## config.mk

```make
export PLATFORM = sky130hd
export DESIGN_NAME = key_press_classifier
export DESIGN_NICKNAME = d
export VERILOG_FILES = /design/src/rtl/key_press_classifier.sv
export SDC_FILE = /design/constraint.sdc
export NUM_CORES = 1
export LEC_CHECK = 0
export CORE_UTILIZATION = 59
export CTS_CLUSTER_DIAMETER = 100
export CTS_CLUSTER_SIZE = 8
export DETAILED_ROUTE_END_ITERATION = 7
export PLACE_DENSITY = 0.78
export SYNTH_ARGS = -nofsm -noshare
export SYNTH_HDL_FRONTEND = slang
export SYNTH_SLANG_ARGS = --single-unit
```

## constraint.sdc

```tcl
create_clock -name clk -period 2.6 [get_ports clk]
set_input_delay 0.26 -clock clk [delete_from_list [all_inputs] [get_ports clk]]
set_output_delay 0.26 -clock clk [all_outputs]
set_load 0.1 [all_outputs]
```

## src/rtl/key_press_classifier.sv

```systemverilog
// Classifies a debounced push-button into short, double and long presses,
// with auto-repeat pulses while a long press is held. All outputs are registered.
module key_press_classifier #(
   parameter int LONG_CYC   = 50_000_000,
   parameter int DOUBLE_CYC = 15_000_000,
   parameter int REPEAT_CYC = 10_000_000,
   parameter int CNT_W      = 26
) (
   input  logic clk,
   input  logic rst_n,
   input  logic en,
   input  logic key_level,
   output logic short_tick,
   output logic double_tick,
   output logic long_tick,
   output logic repeat_tick,
   output logic busy
);

   typedef enum logic [2:0] {
      IDLE     = 3'd0,
      PRESS1   = 3'd1,
      WAIT2    = 3'd2,
      WAIT_REL = 3'd3,
      LONG     = 3'd4
   } state_t;

   localparam logic [CNT_W-1:0] TMR_ZERO    = CNT_W'(0);
   localparam logic [CNT_W-1:0] TMR_ONE     = CNT_W'(1);
   localparam logic [CNT_W-1:0] LONG_LAST   = CNT_W'(LONG_CYC - 1);
   localparam logic [CNT_W-1:0] DOUBLE_LAST = CNT_W'(DOUBLE_CYC - 1);
   localparam logic [CNT_W-1:0] REPEAT_LAST = CNT_W'(REPEAT_CYC - 1);

   state_t           state_q;
   logic [CNT_W-1:0] timer_q;
   logic             level_q;
   logic             short_q;
   logic             double_q;
   logic             long_q;
   logic             repeat_q;
   logic             busy_q;
   logic             rise_s;

   assign rise_s      = key_level & ~level_q;
   assign short_tick  = short_q;
   assign double_tick = double_q;
   assign long_tick   = long_q;
   assign repeat_tick = repeat_q;
   assign busy        = busy_q;

   // Gesture FSM; pulses default low so each event lasts exactly one cycle
   always_ff @(posedge clk or negedge rst_n) begin
      if (!rst_n) begin
         state_q  <= IDLE;
         timer_q  <= TMR_ZERO;
         level_q  <= 1'b0;
         short_q  <= 1'b0;
         double_q <= 1'b0;
         long_q   <= 1'b0;
         repeat_q <= 1'b0;
         busy_q   <= 1'b0;
      end else begin
         level_q  <= key_level;
         short_q  <= 1'b0;
         double_q <= 1'b0;
         long_q   <= 1'b0;
         repeat_q <= 1'b0;
         if (!en) begin
            state_q <= IDLE;
            timer_q <= TMR_ZERO;
            busy_q  <= 1'b0;
         end else begin
            case (state_q)
               IDLE: begin
                  if (rise_s) begin
                     state_q <= PRESS1;
                     timer_q <= TMR_ONE;
                     busy_q  <= 1'b1;
                  end else begin
                     timer_q <= TMR_ZERO;
                     busy_q  <= 1'b0;
                  end
               end
               PRESS1: begin
                  busy_q <= 1'b1;
                  if (!key_level) begin
                     state_q <= WAIT2;
                     timer_q <= TMR_ONE;
                  end else if (timer_q == LONG_LAST) begin
                     state_q <= LONG;
                     timer_q <= TMR_ZERO;
                     long_q  <= 1'b1;
                  end else begin
                     timer_q <= timer_q + TMR_ONE;
                  end
               end
               WAIT2: begin
                  // A press on the timeout cycle counts as double, not short
                  if (key_level) begin
                     state_q  <= WAIT_REL;
                     timer_q  <= TMR_ZERO;
                     double_q <= 1'b1;
                     busy_q   <= 1'b1;
                  end else if (timer_q == DOUBLE_LAST) begin
                     state_q <= IDLE;
                     timer_q <= TMR_ZERO;
                     short_q <= 1'b1;
                     busy_q  <= 1'b0;
                  end else begin
                     timer_q <= timer_q + TMR_ONE;
                     busy_q  <= 1'b1;
                  end
               end
               WAIT_REL: begin
                  timer_q <= TMR_ZERO;
                  if (!key_level) begin
                     state_q <= IDLE;
                     busy_q  <= 1'b0;
                  end else begin
                     busy_q  <= 1'b1;
                  end
               end
               LONG: begin
                  if (!key_level) begin
                     state_q <= IDLE;
                     timer_q <= TMR_ZERO;
                     busy_q  <= 1'b0;
                  end else if (timer_q == REPEAT_LAST) begin
                     timer_q  <= TMR_ZERO;
                     repeat_q <= 1'b1;
                     busy_q   <= 1'b1;
                  end else begin
                     timer_q <= timer_q + TMR_ONE;
                     busy_q  <= 1'b1;
                  end
               end
               default: begin
                  state_q <= IDLE;
                  timer_q <= TMR_ZERO;
                  busy_q  <= 1'b0;
               end
            endcase
         end
      end
   end

endmodule

```

==> impl_metrics.csv <==
group,metric,value,unit
critical_path,r2r-end,"timer_q[14]",
place,place_congestion,0.871,
critical_path,r2r_slack,0.41,ns
synth,yosysSeqAreaShare,45.1,%
die,num_rows,20,
place,port-buffer-count,8,
timing,fin_ws,0.407,ns
finish,stdcell_count,252,
finish,fin_area,2080,um^2
critical_path,crit_family,"simple AND/OR/NAND/NOR gates",
timing,post-route-period-util,84.3,%
drt,drt_iter0_markers,93,
power,power_frac_clock,33.1,%
place,place_inst,245,
critical_path,worstReg2RegStart,"timer_q[18]",
critical_path,endpoint_kind,"flop",
power,totalPowerFinal,0.000914,W
die,die_w,59.4,um
clock_network,cts_hold_buf,0,
grt,overflow,0,
drt,post_drt_wl_per_cell,15.5,um
power,ir_drop,0.402,mV
timing,setup_viol,0,
place,place_ws,0.374,ns
timing,fin_tns_setup,0,ns
drt,routed-via-count,1546,
finish,fin_nets,213,
power,combinationalPowerShare,6.1,%
finish,drive_gt1_share,11.1,%
drt,antenna_left,0,
critical_path,crit_chain,"or4b_4 > nor4_4 > and4_1 > o221a_4 > nor2_1",
synth,yosys_register_bits,35,
timing,worst_pin_slew,0.654,ns
outcome,status,"completed",
place,post-dp-hpwl,2780,um
drt,drcViolationCount,0,
die,start_util,63.0,%
die,fp.dieArea,3520,um^2
synth,async_reset_ff_share,100,%
clock_network,post-cts-setup-buffers,0,
power,swShare,24.4,%
critical_path,crit_slowest_cell,"or4b_4",
timing,period_needed,2.19,ns
timing,max_freq,456,MHz
job,cap_violations,0,
die,core,3080,um^2
grt,antenna_found_initial,0,
worst_hold_path,hold_path_class,"in -> async",
synth,synth_edf_count,0,
grt,grt_pass1_vias,1484,
die,io_pins,9,
synth,synth_area,1940,um^2
critical_path,critPathArrivalTime,2.41,ns
drt,drt_pass1_iterations,4,
critical_path,rr_worst_depth,5,
timing,report.final.slew_viol_count,0,
grt,track_usage,26.1,%
place,place_area,2020,um^2
clock_network,cts_tree,"yes",
clock_network,cts_buffers,5,
power,power.internal,0.000691,W
grt,grt_pass1_wl,6750,um
synth,synth_cells,200,
critical_path,start_kind,"flop",
synth,syn-num-nets,205,
drt,routed_wl,3920,um
power,seqPwrFrac,60.8,%
clock_network,h-tree-depth,2,
critical_path,timing.critical_path.buf_inv,0,
synth,yosysWarnings,0,
timing,hold_violations,0,
critical_path,path_max_fanout,25,
critical_path,required,2.81,ns
synth,syn_area_per_cell,9.70,um^2
power,p_leak,0.791,nW
clock_network,clk_latency,0.34,ns
timing,rsz0062_at_grt,"no",
grt,grt_max_degree,36,
finish,diodes,0,
timing,relSlewSlack,56.1,%
finish,syn_to_final_growth,7.09,%
synth,ys_types,41,
clock_network,clock_path_buffers,2,
die,die_h,59.4,um
timing,fin_skew,0.0151,ns
power,switching_power,0.000223,W
critical_path,slowest_delay,0.57,ns
drt,drt-vias-per-instance,6.13,
synth,yosys_most_used_dff,"dfrtp_1",
critical_path,worstSetupPathType,"reg -> reg",
power,power_density,440,nW/um^2
clock_network,cts.sinks,35,
clock_network,clockRootBuffer,"clkbuf_4",
clock_network,cts_resized,0,
clock_network,clk_pin_slew_worst_paths,0.11,ns
power groups by stage:
| stage | sequential, W | clock (W) | combinational [W] |
|---|---|---|---|
| floorplan | 0.000573 | 0 | 0.0000284 |
| global placement | 0.000566 | 0 | 0.0000545 |
| detailed placement | 0.000566 | 0 | 0.0000564 |
| CTS | 0.000555 | 0.000311 | 0.0000566 |
| global route | 0.000557 | 0.000330 | 0.0000625 |
| finish | 0.000556 | 0.000302 | 0.0000560 |
flip-flops by register name (all words and copies together) (netlist names):
signal,cells
long_tick,1
repeat_tick,1
short_tick,1
state_q,3
double_tick,1
timer_q,26
busy,1
level_q,1
metal layers:
metal,up-vias,global-route usage [%],part of all wire (%)
li1,728,-,-
met1,758,32.3,45
met2,53,43.3,48
met3,7,6.33,5.3
met4,0,10.9,1.5
met5,-,0,0
kinds of logic after synthesis:
family / count (synthesis) / synth area share [%]
xor gates and xnor gates: 24 / 10.8
buffers and inverters: 13 / 3.68
adders and majority gates: 1 / 0.645
muxes: 1 / 0.516
DFF: 35 / 45.1
AOI/OAI and AO/OA: 14 / 5.80
and+or+nand+nor: 112 / 33.4
synth_stat cells (5+ instances only):
master / instances / area [um^2]
dfrtp_1: 35 / 876
nor2_1: 35 / 131
xor2_1: 19 / 166
nand2_1: 14 / 52.6
nand3_1: 13 / 65.1
nand4_1: 9 / 56.3
clkbuf_1: 7 / 26.3
and4_1: 6 / 52.6
nor4bb_1: 5 / 50.1
xnor2_1: 5 / 43.8
layout make-up:
cell class,count,area [um^2]
inverter,4,15.0
clock buffer,6,51.3
multi-input combinational,152,993
tap,44,55.1
timing repair buffer,10,82.6
fill,256,1000
clock inverter,1,5.00
sequential,35,876
worst max path at each step:
stage	startpoint	end	slack [ns]	cells after the start
detailed placement	key_level	timer_q[18]	0.37	6
global route	timer_q[18]	timer_q[24]	0.28	5
global placement	key_level	timer_q[3]	0.46	6
floorplan	timer_q[18]	timer_q[11]	0.65	6
CTS	timer_q[16]	timer_q[18]	0.40	5
finish	timer_q[18]	timer_q[14]	0.41	5
through the flow:
stage	utilization [%]	hold slack [ns]
after CTS	67.5	0.301
after detailed placement	65.7	0.556
final	67.5	0.308
after global placement	65.7	0.550
after floorplan	-	-0.0356
after global routing	67.5	0.347
layout by cell type (no fill, tap or decap), types with 2 or more instances in the layout:
| master | count |
|---|---|
| buf_4 | 7 |
| inv_1 | 4 |
| and3_1 | 4 |
| nor3_1 | 3 |
| nand4_1 | 9 |
| xnor2_1 | 5 |
| or3_1 | 2 |
| or2_2 | 2 |
| o21ai_0 | 4 |
| nor4_2 | 2 |
| nor4bb_1 | 5 |
| a211oi_1 | 2 |
| clkdlybuf4s50_1 | 3 |
| nand2_1 | 14 |
| and4_1 | 6 |
| nor4_1 | 3 |
| xor2_1 | 19 |
| nand3_1 | 13 |
| clkbuf_4 | 5 |
| nor2_1 | 35 |
| nor4b_1 | 3 |
| a21oi_1 | 2 |
| dfrtp_1 | 35 |
worst register-to-register path, stage by stage (launching register included):
cell,delay [ns]
dfrtp_1,0.46
or4b_4,0.57
nor4_4,0.25
and4_1,0.30
o221a_4,0.40
nor2_1,0.09
(Power assumes the default switching activity.)
